[config.mk]
export PLATFORM = sky130hd
export DESIGN_NAME = dip_input_conditioner_flat
export DESIGN_NICKNAME = d
export VERILOG_FILES = /design/src/rtl/dip_input_conditioner_pkg.sv /design/src/rtl/dip_input_conditioner_if.sv /design/src/rtl/dip_sample_prescaler.sv /design/src/rtl/dip_input_conditioner.sv /design/src/flat_wrapper.sv
export SDC_FILE = /design/constraint.sdc
export NUM_CORES = 1
export LEC_CHECK = 0
export ABC_CLOCK_PERIOD_IN_PS = 2280
export CORE_ASPECT_RATIO = 0.8
export CORE_MARGIN = 2
export CORE_UTILIZATION = 40
export CTS_BUF_LIST = sky130_fd_sc_hd__clkbuf_4 sky130_fd_sc_hd__clkbuf_8
export CTS_CLUSTER_DIAMETER = 40
export CTS_CLUSTER_SIZE = 14
export DETAILED_ROUTE_END_ITERATION = 10
export GPL_TIMING_DRIVEN = 0
export PLACE_DENSITY = 0.74
export RECOVER_POWER = 50
export SYNTH_ARGS = -nofsm -noshare
export SYNTH_HDL_FRONTEND = slang
export SYNTH_SLANG_ARGS = --single-unit
[constraint.sdc]
create_clock -name i_CLK -period 2.28 [get_ports i_CLK]
set_input_delay 0.342 -clock i_CLK [delete_from_list [all_inputs] [get_ports i_CLK]]
set_output_delay 0.342 -clock i_CLK [all_outputs]
set_load 0.01 [all_outputs]
[src/rtl/dip_input_conditioner_pkg.sv]
// Shared constants and types for the scanned DIP/push-switch input path.
// The sample word packs the switches above the DIP bits, as the parallelizer presents them.
package dip_input_conditioner_pkg;

  localparam int DIP_W          = 16;
  localparam int SW_W           = 5;
  localparam int SCAN_FRAME_LEN = 24;
  localparam int STAB_W         = 4;

  typedef struct packed {
    logic [SW_W-1:0]  sw;
    logic [DIP_W-1:0] dip;
  } sample_t;

  // Saturating increment used by the stability counter.
  function automatic logic [STAB_W-1:0] sat_inc(input logic [STAB_W-1:0] cnt,
                                                input logic [STAB_W-1:0] lim);
    return (cnt >= lim) ? lim : cnt + STAB_W'(1);
  endfunction

endpackage

[src/rtl/dip_input_conditioner_if.sv]
// Raw parallel words in, debounced levels and sticky event flags out.
// The master side is the parallelizer/CPU glue; the slave side is the conditioner.
interface dip_input_conditioner_if;
  import dip_input_conditioner_pkg::*;

  logic [DIP_W-1:0] i_DIP16;
  logic [SW_W-1:0]  i_Switch5;
  logic             i_EventAck;
  logic [DIP_W-1:0] o_DIP16;
  logic [SW_W-1:0]  o_Switch5;
  logic [SW_W-1:0]  o_BtnEvents;
  logic             o_DIPChanged;
  logic             o_EventValid;

  modport master (
    output i_DIP16, i_Switch5, i_EventAck,
    input  o_DIP16, o_Switch5, o_BtnEvents, o_DIPChanged, o_EventValid
  );

  modport slave (
    input  i_DIP16, i_Switch5, i_EventAck,
    output o_DIP16, o_Switch5, o_BtnEvents, o_DIPChanged, o_EventValid
  );
endinterface

[src/rtl/dip_sample_prescaler.sv]
// Free-running 0..SAMPLE_DIV-1 counter; tick marks the last count of each scan frame.
module dip_sample_prescaler #(
  parameter int SAMPLE_DIV = 24
) (
  input  logic i_CLK,
  input  logic i_RESET,
  output logic tick
);

  localparam int CNT_W = (SAMPLE_DIV > 1) ? $clog2(SAMPLE_DIV) : 1;
  localparam logic [CNT_W-1:0] LAST = CNT_W'(SAMPLE_DIV - 1);

  logic [CNT_W-1:0] cnt;

  // NOTE: registered state is always updated with non-blocking assignments so
  // every always_ff sees the pre-edge value of every other register.
  always_ff @(posedge i_CLK) begin
    if (i_RESET) cnt <= '0;
    else         cnt <= (cnt == LAST) ? '0 : cnt + CNT_W'(1);
  end

  assign tick = (cnt == LAST);

endmodule

[src/rtl/dip_input_conditioner.sv]
// Debounces the scanned DIP/switch word: a value is committed after STABLE_COUNT identical
// samples, switch rises and DIP changes are latched into sticky flags cleared by i_EventAck.
module dip_input_conditioner
  import dip_input_conditioner_pkg::*;
#(
  parameter int SAMPLE_DIV   = SCAN_FRAME_LEN,
  parameter int STABLE_COUNT = 4
) (
  input  logic                   i_CLK,
  input  logic                   i_RESET,
  dip_input_conditioner_if.slave bus
);

  localparam logic [STAB_W-1:0] STABLE_LIM = STAB_W'(STABLE_COUNT);

  logic              tick;
  sample_t           s;
  sample_t           cand;
  logic [STAB_W-1:0] stab_cnt;
  logic [STAB_W-1:0] stab_next;
  logic              commit;
  logic [SW_W-1:0]   rise;
  logic              dip_diff;
  logic [DIP_W-1:0]  dip_q;
  logic [SW_W-1:0]   sw_q;
  logic [SW_W-1:0]   btn_q;
  logic              dipchg_q;

  dip_sample_prescaler #(.SAMPLE_DIV(SAMPLE_DIV)) u_prescaler (
    .i_CLK   (i_CLK),
    .i_RESET (i_RESET),
    .tick    (tick)
  );

  assign s = {bus.i_Switch5, bus.i_DIP16};

  // NOTE: every signal written here gets a default first so no latch is inferred.
  always_comb begin
    stab_next = stab_cnt;
    if (tick) stab_next = (s != cand) ? STAB_W'(1) : sat_inc(stab_cnt, STABLE_LIM);
  end

  // Event terms compare against the levels published before this commit.
  assign commit   = tick && (stab_next == STABLE_LIM);
  assign rise     = s.sw & ~sw_q;
  assign dip_diff = (s.dip != dip_q);

  always_ff @(posedge i_CLK) begin
    if (i_RESET) begin
      cand     <= '0;
      stab_cnt <= '0;
      dip_q    <= '0;
      sw_q     <= '0;
      btn_q    <= '0;
      dipchg_q <= 1'b0;
    end else begin
      if (tick) begin
        cand     <= s;
        stab_cnt <= stab_next;
      end
      if (commit) begin
        dip_q <= s.dip;
        sw_q  <= s.sw;
      end
      // A new event wins over an acknowledge landing on the same edge.
      btn_q    <= (btn_q & ~{SW_W{bus.i_EventAck}}) | (commit ? rise : '0);
      dipchg_q <= (dipchg_q & ~bus.i_EventAck) | (commit & dip_diff);
    end
  end

  assign bus.o_DIP16      = dip_q;
  assign bus.o_Switch5    = sw_q;
  assign bus.o_BtnEvents  = btn_q;
  assign bus.o_DIPChanged = dipchg_q;
  assign bus.o_EventValid = (|btn_q) | dipchg_q;

endmodule

[src/flat_wrapper.sv]
// flat-port wrapper written by rule: the top's interface ports become plain ports
module dip_input_conditioner_flat import dip_input_conditioner_pkg::*;
#(
  parameter int SAMPLE_DIV   = SCAN_FRAME_LEN,
  parameter int STABLE_COUNT = 4
)
  (i_CLK, i_RESET, bus_i_DIP16, bus_i_Switch5, bus_i_EventAck, bus_o_DIP16, bus_o_Switch5, bus_o_BtnEvents, bus_o_DIPChanged, bus_o_EventValid);
  dip_input_conditioner_if bus_i ();
  input  logic i_CLK;
  input  logic i_RESET;
  input wire logic [$bits(bus_i.i_DIP16)-1:0] bus_i_DIP16;
  input wire logic [$bits(bus_i.i_Switch5)-1:0] bus_i_Switch5;
  input wire logic [$bits(bus_i.i_EventAck)-1:0] bus_i_EventAck;
  output wire logic [$bits(bus_i.o_DIP16)-1:0] bus_o_DIP16;
  output wire logic [$bits(bus_i.o_Switch5)-1:0] bus_o_Switch5;
  output wire logic [$bits(bus_i.o_BtnEvents)-1:0] bus_o_BtnEvents;
  output wire logic [$bits(bus_i.o_DIPChanged)-1:0] bus_o_DIPChanged;
  output wire logic [$bits(bus_i.o_EventValid)-1:0] bus_o_EventValid;
  assign bus_i.i_DIP16 = bus_i_DIP16;
  assign bus_i.i_Switch5 = bus_i_Switch5;
  assign bus_i.i_EventAck = bus_i_EventAck;
  assign bus_o_DIP16 = bus_i.o_DIP16;
  assign bus_o_Switch5 = bus_i.o_Switch5;
  assign bus_o_BtnEvents = bus_i.o_BtnEvents;
  assign bus_o_DIPChanged = bus_i.o_DIPChanged;
  assign bus_o_EventValid = bus_i.o_EventValid;
  dip_input_conditioner #(.SAMPLE_DIV(SAMPLE_DIV), .STABLE_COUNT(STABLE_COUNT)) u_core (.i_CLK(i_CLK), .i_RESET(i_RESET), .bus(bus_i));
endmodule
==> metrics.cfg <==
[run_status]
status = finished clean

[pwr]
p_switching_uw = 480
swShare_pct = 23.8
p_int_mw = 1.54
pwr-share-seq_pct = 49.8
combPwrFrac_pct = 7.4
leakagePower_nw = 1.37
ir_drop_v = 0.000223
p_per_area_mw_per_mm2 = 558
finalPower_mw = 2.02
p_clk_share_pct = 42.8

[sta]
worst_pin_slew_ps = 610
max_freq_mhz = 465
maxSlewHeadroom_pct = 59.2
fin_worst_skew_ps = 4.93
holdWs_ps = 465
setup_viol = 0
timing.final.ws_setup_ps = 129
min_period_ps = 2150
period_share_pct = 94.3
fin_setup_tns_ps = 0
hold_viol_final = 0
drv_slew = 0

[drt]
routedWlPerCell_um = 15.9
vias = 2662
drc = 0
vias_per_cell = 5.58
firstDrtPassIters = 5
drt-total-wl_um = 7570
drt.antenna.violating_nets = 0
drt-initial-drc-count = 229

[layout]
nets = 411
area_growth_pct = 31.2
num_antenna_cells = 0
final_cell_mix = 57 x dfxtp_1, 50 x a21oi_1, 47 x nand2_1, 37 x xor2_1, 31 x nand4_1
layout_commonest_cell = dfxtp_1
drive_above_1_share_pct = 10.0

[global_route]
grt_pass1_vias = 2380
grt_pass1_wl_um = 12200
grt_antenna_before_repair = 1
gr-usage-all-layers_pct = 20.3
grt_overflow = 0
grt_max_degree = 11

[worst_setup_path]
critPathMaxFanout = 10
cp.required_ps = 2500
worstPathArrival_ps = 2370
crit_type = in2reg
cp-start-kind = input port
end_kind = flip-flop

[logic_synthesis]
avgSynthCellArea_sq_um = 8.56
synthFlopType = dfxtp_1
ys_ff_latch = 57
yosys_warnings = 0
yosys.area.top_type = dfxtp_1
synthArstFlopShare_pct = 0
syn_inst = 322
synth.area.top_cells = dfxtp_1 41%, xor2_1 12%, a21oi_1 9.1%
synth_top_area_share_pct = 41.4
yosysSeqAreaShare_pct = 41.4
syn-num-nets = 348
syn_area_sq_mm = 0.00276
synth.distinct_cells = 31
synth_edf_count = 0

[placement]
dpl_worst_slack_ps = -392
port_buffers = 51
dpl.hpwl_um = 5460
gp_congestion = 0.837

[floorplanning]
initial_utilization_pct = 40.6
die_y_um = 78.3
dieArea_sq_mm = 0.00758
io-pin-count = 52
rows = 27
die_width_um = 96.8
core_region_area_sq_mm = 0.00679

[flow_run]
maxCapViolCount = 0

[clocking]
cts.reportedPaths.clkPinSlew_ps = 60
clock_latency_ps = 350
cts.sinks = 57
cts-buffers-inserted = 9
clockRootBuffer = clkbuf_8
tritoncts = done
clockBufferDepth = 2
htree_levels = 3

[worst_hold_path]
worstHoldPathType = reg2reg

==> registers in the layout, summed over array words and instances (netlist names) <==
name	cells
u_core.bus.o_Switch5	5
u_core.cand	21
u_core.u_prescaler.cnt	5
u_core.bus.o_BtnEvents	5
u_core.bus.o_DIPChanged	1
u_core.stab_cnt	4
u_core.bus.o_DIP16	16
==> path summary, 6_finish.rpt <==
check                                  from                     to  slack (ps)  cells past startpoint
setup / recovery             bus_i_DIP16[2]  u_core.bus.o_DIP16[7]         130                      7
hold / removal              u_core.cand[17]        u_core.cand[17]         470                      2
setup reg to reg  u_core.u_prescaler.cnt[0]  u_core.bus.o_DIP16[7]         170                      7
hold reg to reg             u_core.cand[17]        u_core.cand[17]         470                      2
==> power groups by stage <==
stage               Clock, mW  Combinational, mW  Sequential [mW]
global route            0.925              0.160             1.00
CTS                     0.885              0.142             1.00
finish                  0.863              0.150             1.00
floorplan                   0             0.0569             1.03
global placement            0              0.138             1.03
detailed placement          0              0.140             1.03
==> per-layer routing <==
layer  vias up  share of wire, %  GRT usage, %  routed length, um
met5         -                 0             0                  0
met4         0               1.2          5.92                 93
met3        10               7.7          7.57                586
met2        96                44          29.9               3360
met1      1265                47          27.9               3530
li1       1291                 -             -                  -
==> area by class of cell <==
class / instances / area [sq um]
Fill cell: 633 / 3170
Multi-Input combinational cell: 240 / 1540
Sequential cell: 57 / 1140
Timing Repair Buffer: 52 / 518
Clock buffer: 13 / 166
Buffer: 24 / 128
Tap cell: 87 / 109
Clock inverter: 3 / 15.0
Inverter: 1 / 3.75
==> cell families after synthesis <==
family	count (synthesis)	share of synthesized area (%)
AOI/OAI and AO/OA	76	16.4
xor gates and xnor gates	39	12.4
adders and majority gates	2	0.908
buffers and inverters	25	4.49
DFF	57	41.4
and+or+nand+nor	123	24.4
==> through the flow <==
step	instances	util (%)	cell area [sq um]
3_5_place_dp	460	49.7	3380
6_report	477	53.3	3620
5_1_grt	477	53.3	3620
3_3_place_gp	460	49.7	3380
2_1_floorplan	322	-	2760
4_1_cts	476	52.6	3570
==> cells in the mapped netlist, drive strengths merged (2+ instances only) <==
library cell	n
dfxtp	57
a21oi	50
nand2	47
xor2	37
nand4	31
o31ai	22
clkbuf	15
nor4	12
buf	9
nand2b	6
nor2	6
nor2b	6
nor3	5
nor3b	3
ha	2
nand4b	2
xnor2	2
==> critical path, stage by stage <==
cell             delay, ps
clkdlybuf4s50_1        500
xor2_1                 220
nor4_2                 430
nand4_1                240
buf_2                  260
o31ai_1                260
a21oi_1                100
==> repair_timing <==
action | CTS | global route
endpoints found under the setup margin | 12 | 26
pin swaps | 0 | 2
resized for setup | 2 | 15
hold buffers | 0 | 0
setup buffers | 0 | 1
cloned | 0 | 0
Note: power is estimated with default switching activity, not from simulation.
